--- src/rtl/tag_ram_ctrl_pkg.sv ---
// Shared definitions for the direct-mapped cache tag store: geometry, state encoding,
// and the functions that pack and unpack stored tag words.
package tag_ram_ctrl_pkg;
  localparam int SetNum   = 64;
  localparam int IdxW     = 6;
  localparam int OffW     = 4;
  localparam int TagW     = 32 - IdxW - OffW;
  localparam int ValidBit = 31;

  typedef enum logic [2:0] {
    ST_IDLE   = 3'd0,
    ST_LOOKUP = 3'd1,
    ST_MISS   = 3'd2,
    ST_REFILL = 3'd3,
    ST_WRITE  = 3'd4,
    ST_INV    = 3'd5
  } state_e;

  function automatic logic [31:0] pack_tag(input logic [TagW-1:0] tag);
    return {1'b1, {(ValidBit-TagW){1'b0}}, tag};
  endfunction

  function automatic logic word_valid(input logic [31:0] word);
    return word[ValidBit];
  endfunction

  function automatic logic [TagW-1:0] word_tag(input logic [31:0] word);
    return word[TagW-1:0];
  endfunction
endpackage

--- src/rtl/tag_ram_ctrl_cmp.sv ---
// Tag compare: a stored word hits when its valid bit is set and its tag field matches.
module tag_ram_ctrl_cmp
  import tag_ram_ctrl_pkg::*;
(
  input  logic [31:0]     rdata,
  input  logic [TagW-1:0] tag,
  output logic            hit
);
  logic unused_pad;

  assign hit        = word_valid(rdata) && (word_tag(rdata) == tag);
  assign unused_pad = ^rdata[ValidBit-1:TagW];
endmodule

--- src/rtl/tag_ram_ctrl.sv ---
// Tag-RAM sequencer: lookup, miss refill handshake, tag write-back, invalidate-all sweep.
// Optional TAGCTRL_PERF_EN adds hit/miss performance counters.
module tag_ram_ctrl
  import tag_ram_ctrl_pkg::*;
#(
  parameter int SET_NUM = SetNum,
  parameter int IDX_W   = IdxW,
  parameter int OFF_W   = OffW,
  parameter int TAG_W   = TagW
) (
  input  logic             clk,
  input  logic             rst,
  input  logic             req_valid,
  input  logic [31:0]      req_addr,
  output logic             req_ready,
  output logic             resp_valid,
  output logic             resp_hit,
  output logic             refill_valid,
  output logic [31:0]      refill_addr,
  input  logic             refill_ready,
  input  logic             refill_done,
  input  logic             inv_all,
  output logic             inv_busy,
  output logic [3:0]       tag_we,
  output logic [IDX_W-1:0] tag_waddr,
  output logic [31:0]      tag_wdata,
  output logic [IDX_W-1:0] tag_raddr,
  input  logic [31:0]      tag_rdata
`ifdef TAGCTRL_PERF_EN
  ,
  output logic [31:0]      perf_hit_cnt,
  output logic [31:0]      perf_miss_cnt
`endif
);
  state_e             state_q, state_d;
  logic [TAG_W-1:0]   tag_q, tag_d;
  logic [IDX_W-1:0]   idx_q, idx_d;
  logic [IDX_W-1:0]   cnt_q, cnt_d;
  logic               hit;
  logic               sweep_start;
  logic               unused_off;

  assign unused_off = ^req_addr[OFF_W-1:0];
  assign tag_raddr  = (state_q == ST_IDLE) ? req_addr[OFF_W +: IDX_W] : idx_q;
  assign refill_addr = {tag_q, idx_q, {OFF_W{1'b0}}};
  assign req_ready  = (state_q == ST_IDLE) && !inv_all;
  assign sweep_start = (state_q == ST_IDLE) && inv_all;

  tag_ram_ctrl_cmp u_cmp (
    .rdata (tag_rdata),
    .tag   (tag_q),
    .hit   (hit)
  );

  always_comb begin
    state_d      = state_q;
    tag_d        = tag_q;
    idx_d        = idx_q;
    cnt_d        = cnt_q;
    resp_valid   = 1'b0;
    resp_hit     = 1'b0;
    refill_valid = 1'b0;
    inv_busy     = 1'b0;
    tag_we       = 4'h0;
    tag_waddr    = '0;
    tag_wdata    = '0;
    case (state_q)
      ST_IDLE: begin
        if (inv_all) begin
          state_d = ST_INV;
          cnt_d   = '0;
        end else if (req_valid) begin
          tag_d   = req_addr[31 -: TAG_W];
          idx_d   = req_addr[OFF_W +: IDX_W];
          state_d = ST_LOOKUP;
        end
      end
      ST_LOOKUP: begin
        if (hit) begin
          resp_valid = 1'b1;
          resp_hit   = 1'b1;
          state_d    = ST_IDLE;
        end else begin
          state_d = ST_MISS;
        end
      end
      ST_MISS: begin
        refill_valid = 1'b1;
        if (refill_ready) state_d = ST_REFILL;
      end
      ST_REFILL: begin
        if (refill_done) state_d = ST_WRITE;
      end
      ST_WRITE: begin
        tag_we     = 4'hF;
        tag_waddr  = idx_q;
        tag_wdata  = pack_tag(tag_q);
        resp_valid = 1'b1;
        state_d    = ST_IDLE;
      end
      ST_INV: begin
        inv_busy  = 1'b1;
        tag_we    = 4'hF;
        tag_waddr = cnt_q;
        cnt_d     = cnt_q + 1'b1;
        if (cnt_q == IDX_W'(SET_NUM - 1)) state_d = ST_IDLE;
      end
      default: state_d = ST_IDLE;
    endcase
    // Reset must silence handshakes and RAM writes in the cycle it is asserted.
    if (rst) begin
      resp_valid   = 1'b0;
      resp_hit     = 1'b0;
      refill_valid = 1'b0;
      inv_busy     = 1'b0;
      tag_we       = 4'h0;
    end
  end

  always_ff @(posedge clk) begin
    if (rst) begin
      state_q <= ST_IDLE;
      tag_q   <= '0;
      idx_q   <= '0;
      cnt_q   <= '0;
    end else begin
      state_q <= state_d;
      tag_q   <= tag_d;
      idx_q   <= idx_d;
      cnt_q   <= cnt_d;
    end
  end

`ifdef TAGCTRL_PERF_EN
  logic [31:0] hit_cnt_q, hit_cnt_d;
  logic [31:0] miss_cnt_q, miss_cnt_d;

  always_comb begin
    hit_cnt_d  = hit_cnt_q;
    miss_cnt_d = miss_cnt_q;
    if (sweep_start) begin
      hit_cnt_d  = '0;
      miss_cnt_d = '0;
    end else if (resp_valid) begin
      if (resp_hit) hit_cnt_d  = hit_cnt_q + 32'd1;
      else          miss_cnt_d = miss_cnt_q + 32'd1;
    end
  end

  always_ff @(posedge clk) begin
    if (rst) begin
      hit_cnt_q  <= '0;
      miss_cnt_q <= '0;
    end else begin
      hit_cnt_q  <= hit_cnt_d;
      miss_cnt_q <= miss_cnt_d;
    end
  end

  assign perf_hit_cnt  = hit_cnt_q;
  assign perf_miss_cnt = miss_cnt_q;
`else
  logic unused_sweep;
  assign unused_sweep = sweep_start;
`endif
endmodule

--- config.mk ---
export PLATFORM = sky130hd
export DESIGN_NAME = tag_ram_ctrl
export DESIGN_NICKNAME = d
export VERILOG_FILES = /design/src/rtl/tag_ram_ctrl_pkg.sv /design/src/rtl/tag_ram_ctrl_cmp.sv /design/src/rtl/tag_ram_ctrl.sv
export SDC_FILE = /design/constraint.sdc
export NUM_CORES = 1
export LEC_CHECK = 0
export BUFFER_PORTS_ARGS = -buffer_cell sky130_fd_sc_hd__buf_4
export CAP_MARGIN = 20
export CORE_ASPECT_RATIO = 0.8
export CORE_MARGIN = 2
export CORE_UTILIZATION = 45
export DETAILED_ROUTE_END_ITERATION = 8
export PLACE_DENSITY = 0.95
export SETUP_SLACK_MARGIN = 0.05
export SLEW_MARGIN = 10
export SYNTH_ARGS = -nofsm -noshare
export SYNTH_HDL_FRONTEND = slang
export SYNTH_SLANG_ARGS = --single-unit
--- constraint.sdc ---
create_clock -name clk -period 2.7 [get_ports clk]
set_clock_uncertainty 0.15 [all_clocks]
set_input_delay 0.27 -clock clk [delete_from_list [all_inputs] [get_ports clk]]
set_output_delay 0.27 -clock clk [all_outputs]
set_load 0.02 [all_outputs]
**Word level (Yosys, flattened, before mapping)**

Cells that the tools add are included.
W data, S select, Z words.

- Bitwise logic cells: 1
- Add/sub/neg operators: 1
- Multiplexer cells: 23
- Equality and inequality tests: 12
- Reductions and logical operators: 9

Operators by type and width:

| operator | number |
|---|---|
| $mux W32 | 1 |
| $pmux W6 S2 | 2 |
| $eq A22 B22 Y1 | 1 |
| $mux W3 | 5 |
| $pmux W3 S5 | 1 |
| $mux W6 | 2 |
| $mux W1 | 8 |
| $mux W4 | 2 |
| $ne A2 B2 Y1 const B | 4 |
| $add A6 B1 Y6 const B | 1 |
| $eq A3 B2 Y1 const B | 2 |
| $eq A3 B3 Y1 const B | 2 |
| $eq A6 B6 Y1 const B | 1 |
| $reduce_and A4 Y1 | 1 |
| $eq A3 B1 Y1 const B | 1 |
| $logic_not A3 Y1 | 1 |
| $ne A3 B3 Y1 const B | 1 |
| $reduce_and A3 Y1 | 1 |
| $logic_and A1 B1 Y1 | 2 |
| $mux W2 | 1 |
| $pmux W1 S2 | 1 |
| $reduce_and A2 Y1 | 1 |
| $reduce_bool A2 Y1 | 1 |
| $reduce_or A2 Y1 | 1 |
| 2 further kinds | 2 |

- Output and inout bits: 85
- Register bits: 37

**Depth between registers and ports, before layout**

Gate-level depths: netlist of the first run.

- Depth after elaboration: 5
- Depth in mapped cells: 7
- Depth with buffers taken out: 5

**Hierarchy**

A second synthesis of the first run with hierarchy kept.

- Cell total of the unflattened synthesis: 287
- Area total of the unflattened synthesis: 2247.2 um2

By module, submodules not included:

| module | times used | cells an instance | area each (um2) |
|---|---|---|---|
| tag_ram_ctrl | 1 | 257 | 2001.9 |
| tag_ram_ctrl_cmp | 1 | 30 | 245.2 |

**Worst setup path before layout of the first run**

No wires, ideal clock.

- Path type: register to output
- Start point: reg tag_q[20]
- End point: out resp_hit
- Stages on the path, launching flop included: 5
- Arrival: 1.733 ns
- Data required time: 2.280 ns
- Slack: 0.547 ns
- Cell sequence: dfxtp_1 xor2_1 nor4_1 nand4_1 nor4_1

- Longest elaborated chain between the ends: 5

RTL lines:

| item | line | text |
|---|---|---|
| start: declaration | tag_ram_ctrl.sv:36 | `logic [TAG_W-1:0] tag_q, tag_d;` |
| start signal: assignment | tag_ram_ctrl.sv:128 | `tag_q <= tag_d;` |
| $eq A22 B22 Y1 | tag_ram_ctrl_cmp.sv:11 | `assign hit = word_valid(rdata) && (word_tag(rdata) == tag);` |
| $logic_and A1 B1 Y1 | tag_ram_ctrl_cmp.sv:11 |  |
| $mux W1 | tag_ram_ctrl.sv:79 | `if (hit) begin` |
| $mux W1 | tag_ram_ctrl.sv:67 | `case (state_q)` |
| $mux W1 | tag_ram_ctrl.sv:111 | `if (rst) begin` |
| end: declaration | tag_ram_ctrl.sv:17 | `output logic resp_hit,` |

Every way passes these cells.

**Worst setup path in the final report of the first run**

Same ends and word-level chain as after synthesis.

==> impl_metrics.json, run 1 <==
{
  "post-route-min-period_ps": 2400,
  "cts-resized-gates": 0,
  "power_switching_w": 0.000621,
  "p_clk_share_pct": 30.3,
  "grt_pass1_vias": 2042,
  "root_buffer": "clkbuf_8",
  "fp.dieH_um": 67.7,
  "netlist_area_um2": 2280,
  "setup_viol": 0,
  "core-area_um2": 4950,
  "clockBufferDepth": 2,
  "synthTopCellsByCount": "60 x nand2_1, 37 x dfxtp_1, 29 x a21oi_1",
  "numPortBuffers": 128,
  "yosysMostFrequentCell": "nand2_1",
  "layout.nets": 480,
  "min_path_cells": 3,
  "rows": 23,
  "cp.arrival_ps": 1980,
  "antenna_found_initial": 0,
  "vdd_drop_max_mv": 0.310,
  "grt_pass1_wl_um": 9660,
  "status": "completed",
  "synth_cells": 292,
  "critPathLaunchType": "flop",
  "synth_ff_type": "dfxtp_1",
  "rsz0062_at_grt": "false",
  "vias_per_cell": 5.04,
  "critical_path_depth": 6,
  "p_per_area_nw_per_um2": 567,
  "cts_buffers": 5,
  "die_w_um": 83.6,
  "vias": 2380,
  "max_freq_mhz": 418,
  "finalCritPeriodShare_pct": 88.7,
  "critPathTopFamily": "simple AND/OR/NAND/NOR gates",
  "worst_ep_required_time_ps": 2280,
  "cts_tree": "yes",
  "grt_remaining_overflow": 0,
  "wl_per_cell_um": 13.8,
  "syn_to_final_growth_pct": 44.1,
  "swShare_pct": 33.3,
  "path_cells": "xor2_1 > nor4_1 > buf_4 > nand4_1 > nor4_1 > buf_4",
  "avgSynthCellArea_um2": 7.82,
  "yosys-top-cells-area": "dfxtp_1 32%, nand2_1 9.9%, a21oi_1 6.4%",
  "cts_setup_buffers": 0,
  "critPathKind": "reg2out",
  "finalMaxSlewViolations": 0,
  "finalPower_w": 0.00186,
  "crit_fanout": 4,
  "layout_setup_ws_ps": 305,
  "drt_iter0_drc": 113,
  "worstMarginPinSlew_ps": 627,
  "firstDrtPassIters": 6,
  "leakage_nw": 1.48,
  "slew_headroom_pct": 58.0,
  "ioPinCount": 155,
  "comb_power_share_pct": 34.6,
  "setup-tns-final_ps": 0,
  "critPathMaxStageDelay_ps": 420,
  "cap_viol_max_count": 0,
  "clk_pin_slew_ps": 80,
  "drc": 0,
  "min-delay-path-class": "in2reg",
  "crit_buf_inv": 2,
  "critPathSlowestCell": "nor4_1",
  "dpl.hpwl_um": 4920,
  "seqPwrFrac_pct": 35.1,
  "grt_start_max_net_pins": 43,
  "synth_edf_count": 0,
  "hold_buffers": 0,
  "num_antenna_cells": 0,
  "dieArea_um2": 5660,
  "internal-power_w": 0.00124,
  "htree_levels": 2,
  "grt_use_total_pct": 21.3,
  "start_util_pct": 46.1,
  "drtAntennaViolNets": 0,
  "pre_cts_ws_ps": 662,
  "clkLatencyLatePin_ps": 280,
  "wl_um": 6530,
  "async_reset_ff_share_pct": 0,
  "synth_top_area_share_pct": 32.4,
  "drive_gt1_share_pct": 38.5,
  "yosysTopAreaCell": "dfxtp_1",
  "ys_ff_latch": 37,
  "hold_viol": 0,
  "r2r_cells": 4,
  "worstSetupEndpointType": "output port",
  "cts.sinks": 37,
  "whs_ps": 77.5,
  "yosysWarnings": 0,
  "ys_seq_area_share_pct": 32.4,
  "fillCellCount": 413,
  "gp_congestion": 0.824,
  "ys_types": 42
}
sequential cells by signal, indices dropped and copies added (netlist names):
| register | count |
|---|---|
| cnt_q | 6 |
| idx_q | 6 |
| tag_q | 22 |
| state_q | 3 |
routing by layer:
layer	vias to the layer above	GRT usage [%]	wire length, µm
li1	1171	-	-
met1	1101	27.9	2870
met2	101	36.2	3130
met3	7	4.77	461
met4	0	5.44	65
met5	-	0	0
path summary, 6_finish.rpt:
check / start / to / slack, ps
worst max-delay path: tag_q[20] / resp_hit / 300
worst min-delay path: req_addr[20] / tag_q[10] / 80
worst max register to register: state_q[0] / cnt_q[5] / 700
worst min register to register: idx_q[5] / idx_q[5] / 350
cells by family (layout without fill, tap and decap cells):
group	Yosys count	in the layout	synth area share, %
compound gates	48	48	12.3
simple gates	133	133	29.3
xor+xnor	22	22	8.44
other cells	1	13	0.164
flops	37	37	32.4
mux	12	12	5.59
fa+ha+maj	1	1	0.548
buf+inv	38	144	11.2
power by group through the flow:
stage | Clock, W | Combinational (W) | Sequential, W
floorplan | 0 | 0.000429 | 0.000672
global placement | 0 | 0.000635 | 0.000661
detailed placement | 0 | 0.000646 | 0.000666
CTS | 0.000576 | 0.000646 | 0.000653
global route | 0.000596 | 0.000696 | 0.000663
finish | 0.000566 | 0.000645 | 0.000654
final cells by class:
class | count | area, µm² | share of cell area [%]
Clock buffer | 5 | 68.8 | 2.09
Clock inverter | 3 | 65.1 | 1.98
Inverter | 4 | 15.0 | 0.456
Multi-Input combinational cell | 229 | 1330 | 40.5
Sequential cell | 37 | 741 | 22.5
Tap cell | 62 | 77.6 | 2.36
Timing Repair Buffer | 132 | 991 | 30.1
metrics by stage:
step	util [%]	cells	area [µm²]
final	66.5	472	3290
after global routing	66.5	472	3290
after CTS	66.5	472	3290
after detailed placement	63.8	464	3160
after global placement	63.8	464	3160
after floorplan	-	304	2330
worst reg2reg max path, delay by kind of cell, from the launching register on:
kind / cells / cell delay, ps
flops: 1 / 490
buf+inv: 1 / 270
compound gates: 1 / 140
simple gates: 2 / 890
cell usage in the layout (no fill, tap or decap), types with 2 or more instances in the layout:
cell	Yosys	layout
and2_1	22	22
a21oi_1	29	29
o22ai_1	2	2
buf_4	17	132
and3_1	2	2
or4_1	2	2
mux2_2	6	6
nor3_1	3	3
nand3_1	4	4
nor2b_1	2	2
or3b_2	2	2
conb_1	1	13
nand2b_1	2	2
o21ai_0	6	6
bufinv_16	0	2
xor2_1	8	8
xnor2_1	14	14
mux2i_1	6	6
inv_1	4	4
nor4_1	3	3
dfxtp_1	37	37
nor2_1	17	17
a21oi_2	6	6
nand4_1	6	6
nand2_1	60	60
clkbuf_8	0	5
(Power assumes the default switching activity.)
==> run 2: changes to the inputs <==
==> constraint.sdc (replaced) <==
create_clock -name clk -period 2.92 [get_ports clk]
set_clock_uncertainty 0.15 [all_clocks]
set_input_delay 0.292 -clock clk [delete_from_list [all_inputs] [get_ports clk]]
set_output_delay 0.292 -clock clk [all_outputs]
set_load 0.02 [all_outputs]
==> run 2 against run 1 <==
  * Worst hold slack better by 25 ps
  * Total power is 11% lower
  * Flip-flop and latch count unchanged
  * Utilization shrank 0.51 points
  * Final area is 0.76% lower
  * Cell count down 0.21%
  * Combinational power fell by 7.9%
  * Non-clock buffer count shrank 1
  * Critical path type unchanged
  * Critical endpoint unchanged
  * Highest routed layer unchanged
==> impl_metrics.json, run 2 (synthesis results as in run 1) <==
{
  "cts.sinks": 37,
  "final_util_pct": 66.0,
  "vias": 2390,
  "die_w_um": 83.6,
  "r2r-start": "state_q[0]",
  "critPathSlowestCell": "nor4_1",
  "post-route-min-period_ps": 2480,
  "wl_um": 6580,
  "setup_viol": 0,
  "antenna_found_initial": 0,
  "dpl.hpwl_um": 4980,
  "wl_per_cell_um": 14.0,
  "whs_ps": 102,
  "hold_buffers": 0,
  "drc": 0,
  "hold_viol": 0,
  "setup-tns-final_ps": 0,
  "top_register": "tag_q",
  "largest_reg_flops": 22,
  "grt_start_max_net_pins": 43,
  "critPathMaxStageDelay_ps": 630,
  "grt_remaining_overflow": 0,
  "rows": 23,
  "internal-power_w": 0.00109,
  "critPathTopFamily": "simple AND/OR/NAND/NOR gates",
  "drive_gt1_share_pct": 38.1,
  "dp.cells": 463,
  "critPathLaunchType": "flop",
  "core-area_um2": 4950,
  "clockBufferDepth": 2,
  "cts_setup_buffers": 0,
  "rrSetupSlack_ps": 1050,
  "min_path_cells": 3,
  "p_per_area_nw_per_um2": 509,
  "fillCellCount": 442,
  "r2r_cells": 5,
  "crit_fanout": 4,
  "dieArea_um2": 5660,
  "worstMarginPinSlew_ps": 735,
  "cap_viol_max_count": 0,
  "min-delay-path-class": "in2reg",
  "min_to": "tag_q[10]",
  "slew_headroom_pct": 50.5,
  "layout.nets": 479,
  "final_cell_mix": "131 x buf_4, 60 x nand2_1, 37 x dfxtp_1",
  "root_buffer": "clkbuf_8",
  "grt_use_total_pct": 22.5,
  "finalCritPeriodShare_pct": 85.1,
  "cts-resized-gates": 0,
  "crit_buf_inv": 1,
  "stdcell_count": 471,
  "power_switching_w": 0.000574,
  "worstSetupEndpointType": "output port",
  "swShare_pct": 34.5,
  "cts_buffers": 5,
  "grt_pass1_wl_um": 10100,
  "syn_to_final_growth_pct": 43.0,
  "finalMaxSlewViolations": 0,
  "clkLatencyLatePin_ps": 280,
  "worst_ep_required_time_ps": 2480,
  "cp.arrival_ps": 2040,
  "vias_per_cell": 5.07,
  "leakage_nw": 1.47,
  "comb_power_share_pct": 35.7,
  "critical_path.most_common_cell": "nor4_1",
  "numPortBuffers": 128,
  "num_antenna_cells": 0,
  "cts_tree": "yes",
  "seqPwrFrac_pct": 36.5,
  "ioPinCount": 155,
  "firstDrtPassIters": 4,
  "startpoint": "tag_q[19]",
  "htree_levels": 2,
  "reg2reg_to": "tag_q[15]",
  "critPathKind": "reg2out",
  "grt_pass1_vias": 2118,
  "path_cells": "xor2_1 > nor4_1 > nand4_1 > nor4_1 > buf_4",
  "status": "completed",
  "rsz0062_at_grt": "false",
  "max_freq_mhz": 403,
  "drt_iter0_drc": 135,
  "hold_path_startpoint": "req_addr[20]",
  "drtAntennaViolNets": 0,
  "fp.dieH_um": 67.7,
  "layout_commonest_cell": "buf_4",
  "p_clk_share_pct": 27.8,
  "vdd_drop_max_mv": 0.298,
  "clk_pin_slew_ps": 80,
  "reg_top3": "tag_q (22), cnt_q (6), idx_q (6)",
  "gp_congestion": 0.828,
  "start_util_pct": 46.1
}
==> run 2: cell count changes in the layout (fill, tap and decap cells not counted) <==
cell / change
buf_4: -1
bufinv_16: -1
clkbuf_1: +1
clkbuf_8: +1
clkinv_2: -1
==> run 2: worst min-delay path, delay by kind of cell <==
| kind | cells | cell delay [ps] |
|---|---|---|
| AO/OA/AOI/OAI | 1 | 50 |
| buffers and inverters | 1 | 110 |
| AND/OR/NAND/NOR | 1 | 40 |
==> run 2: final cells by class <==
class / count / area [µm²] / share of cell area, %
Timing Repair Buffer: 131 / 983 / 30.1
Inverter: 4 / 15.0 / 0.460
Clock inverter: 1 / 30.0 / 0.920
Clock buffer: 7 / 86.3 / 2.64
Multi-Input combinational cell: 229 / 1330 / 40.8
Tap cell: 62 / 77.6 / 2.38
Sequential cell: 37 / 741 / 22.7
==> run 2: metal layers <==
metal	global-route usage, %	wire length (µm)
met1	29.3	2780
met2	37.6	3240
met3	5.75	490
met4	5.85	68
met5	0	0
==> run 2: power groups by stage <==
stage	Sequential, W	Combinational [W]	Clock (W)
after floorplan	0.000621	0.000397	0
after global placement	0.000613	0.000585	0
after detailed placement	0.000618	0.000597	0
after CTS	0.000606	0.000598	0.000465
after global routing	0.000614	0.000645	0.000490
final	0.000607	0.000594	0.000462
==> run 2: through the flow <==
step,setup slack (ps),instance area [µm²],power [W]
finish,437,3260,0.00166
global route,207,3260,0.00175
CTS,472,3260,0.00167
detailed placement,734,3150,0.00121
global placement,745,3150,0.00120
floorplan,745,2330,0.00102
==> run 2: worst max-delay path by stage <==
| stage | to | slack, ps | cells after the start |
|---|---|---|---|
| finish | resp_hit | 440 | 5 |
| global route | resp_hit | 210 | 5 |
| CTS | resp_hit | 470 | 5 |
| detailed placement | resp_hit | 730 | 6 |
| global placement | resp_hit | 750 | 6 |
| floorplan | resp_hit | 750 | 4 |
==> run 3: changes to the inputs <==
--- a/config.mk
+++ b/config.mk
@@ -5,6 +5,7 @@
 export SDC_FILE = /design/constraint.sdc
 export NUM_CORES = 1
 export LEC_CHECK = 0
+export ABC_AREA = 1
 export BUFFER_PORTS_ARGS = -buffer_cell sky130_fd_sc_hd__buf_4
 export CAP_MARGIN = 20
 export CORE_ASPECT_RATIO = 0.8
==> run 3 against run 2 <==
  * Maximum frequency increased by 5.7%
  * Synthesized cell count increased by 29%
  * Sequential power increased by 16%
  * Non-clock buffer count decreased by 2
  * Routed wire length increased by 4.3%
  * Clock power decreased by 21%
  * Sequential share of layout area decreased by 0.14 points
  * Flip-flop and latch count unchanged
  * Via count increased by 12%
==> impl_metrics.json, run 3 <==
{
  "setup_viol": 0,
  "worst_ep_required_time_ps": 2480,
  "ys_ff_latch": 37,
  "ioPinCount": 155,
  "finalPower_w": 0.00226,
  "crit_buf_inv": 3,
  "clk_pin_slew_ps": 70,
  "cts_setup_buffers": 0,
  "multi_input_area_um2": 1200,
  "synth_cells": 376,
  "dieArea_um2": 5720,
  "yosys-top-cells-area": "dfxtp_1 32%, nand2_1 18%, nor2_1 8.3%",
  "finalCritPeriodShare_pct": 80.4,
  "cts.sinks": 37,
  "r2r_cells": 9,
  "hold_viol": 0,
  "reg_top3": "tag_q (22), cnt_q (6), idx_q (6)",
  "rows": 23,
  "cp.arrival_ps": 1910,
  "clkLatencyLatePin_ps": 280,
  "critPathSlowestCell": "dfxtp_1",
  "synth_top_area_share_pct": 32.1,
  "num_antenna_cells": 0,
  "fp.dieH_um": 68.1,
  "wl_um": 6860,
  "async_reset_ff_share_pct": 0,
  "slew_headroom_pct": 63.7,
  "ys_seq_area_share_pct": 32.1,
  "critPathMaxStageDelay_ps": 410,
  "vias_per_cell": 4.78,
  "netlist_area_um2": 2310,
  "ys_types": 28,
  "finalMaxSlewViolations": 0,
  "critical_path_depth": 6,
  "crit_fanout": 24,
  "start_util_pct": 46.4,
  "firstDrtPassIters": 4,
  "top_register": "tag_q",
  "min_path_cells": 2,
  "synth_ff_type": "dfxtp_1",
  "core-area_um2": 4980,
  "drc": 0,
  "cts_buffers": 5,
  "cap_viol_max_count": 0,
  "max_freq_mhz": 426,
  "dpl.hpwl_um": 5350,
  "status": "completed",
  "synth_edf_count": 0,
  "drive_gt1_share_pct": 30.4,
  "post-route-min-period_ps": 2350,
  "hold_buffers": 0,
  "vdd_drop_max_mv": 0.513,
  "drt_iter0_drc": 167,
  "syn_to_final_growth_pct": 42.3,
  "yosysMostFrequentCell": "nand2_1",
  "avgSynthCellArea_um2": 6.14,
  "antenna_found_initial": 0,
  "cts-resized-gates": 0,
  "grt_pass1_wl_um": 10600,
  "largest_reg_flops": 22,
  "rsz0062_at_grt": "false",
  "worstSetupEndpointType": "output port",
  "yosysWarnings": 0,
  "final_cell_mix": "129 x buf_4, 110 x nand2_1, 51 x nor2_1",
  "grt_start_max_net_pins": 53,
  "yosysTopAreaCell": "dfxtp_1",
  "grt_use_total_pct": 23.0,
  "critPathTopFamily": "buffers and inverters",
  "die_w_um": 84.1,
  "seq_area_um2": 741,
  "grt_remaining_overflow": 0,
  "wl_per_cell_um": 12.3,
  "layout.nets": 568,
  "critical_path.most_common_cell": "inv_2",
  "fillCellCount": 460,
  "setup-tns-final_ps": 0,
  "cts_tree": "yes",
  "clockBufferDepth": 2,
  "min-delay-path-class": "in2reg",
  "numPortBuffers": 128,
  "root_buffer": "clkbuf_8",
  "gp_congestion": 0.913,
  "path_cells": "inv_2 > nand2_2 > nor2_2 > inv_2 > o22ai_1 > buf_4",
  "critPathLaunchType": "flop",
  "worstMarginPinSlew_ps": 544,
  "leakage_nw": 1.72,
  "synthTopCellsByCount": "110 x nand2_1, 51 x nor2_1, 50 x inv_1",
  "grt_pass1_vias": 2389,
  "critPathKind": "reg2out",
  "htree_levels": 2,
  "p_per_area_nw_per_um2": 689,
  "layout_commonest_cell": "buf_4",
  "drtAntennaViolNets": 0,
  "vias": 2671
}
run 3: cell types whose count changed in the layout (fill, tap and decap cells not counted), sizes merged, moves of 5 or more:
cell,previous run,this run
mux2,6,0
o21ai,6,39
nor2,17,56
xnor2,14,1
nand2,60,113
inv,4,56
a21oi,35,30
mux2i,6,0
xor2,8,0
nand4,6,0
and2,23,0
run 3: worst paths after layout:
| path | startpoint | slack, ps | to |
|---|---|---|---|
| min reg2reg | idx_q[3] | 340 | idx_q[3] |
| max | state_q[1] | 570 | resp_valid |
| min | rst | 90 | state_q[2] |
| max reg2reg | state_q[0] | 1020 | idx_q[5] |
run 3: final cells by class:
type                            count  share of cell area, %
Multi-Input combinational cell    268                   36.6
Timing Repair Buffer              129                   29.5
Sequential cell                    37                   22.6
Inverter                           56                   6.40
Clock buffer                        7                   2.63
Tap cell                           62                   2.36
run 3: kinds of logic (layout without fill, tap and decap cells):
| logic type | Yosys count | count (layout) | synth area share (%) |
|---|---|---|---|
| buffers and inverters | 83 | 192 | 17.8 |
| XOR/XNOR | 1 | 1 | 0.379 |
| AO/OA/AOI/OAI | 75 | 75 | 17.2 |
| AND/OR/NAND/NOR | 178 | 178 | 31.8 |
| other | 1 | 13 | 0.162 |
| adder cells (fa/ha/maj) | 1 | 1 | 0.542 |
| flip-flops | 37 | 37 | 32.1 |
run 3: power by group:
group | internal (W) | switching [W]
sequential | 0.000606 | 0.000100
combinational | 0.000437 | 0.000755
clock | 0.000187 | 0.000176
total | 0.00123 | 0.00103
run 3: layer usage:
| metal | track usage [%] | vias up | wire length, µm |
|---|---|---|---|
| li1 | - | 1370 | - |
| met1 | 27.8 | 1211 | 2980 |
| met2 | 41.4 | 86 | 3450 |
| met3 | 5.19 | 4 | 381 |
| met4 | 7.26 | 0 | 49 |
| met5 | 0 | - | 0 |
run 3: stage by stage:
| stage | instances | utilization (%) | cell area [µm²] | worst slack [ps] | hold slack [ps] |
|---|---|---|---|---|---|
| after floorplan | 388 | - | 2350 | 1030 | 288 |
| after global placement | 552 | 64.2 | 3200 | 968 | 319 |
| after detailed placement | 552 | 64.2 | 3200 | 908 | 336 |
| after CTS | 559 | 66.0 | 3280 | 582 | 79.4 |
| after global routing | 559 | 66.0 | 3280 | 485 | 90.7 |
| final | 559 | 66.0 | 3280 | 571 | 90.0 |
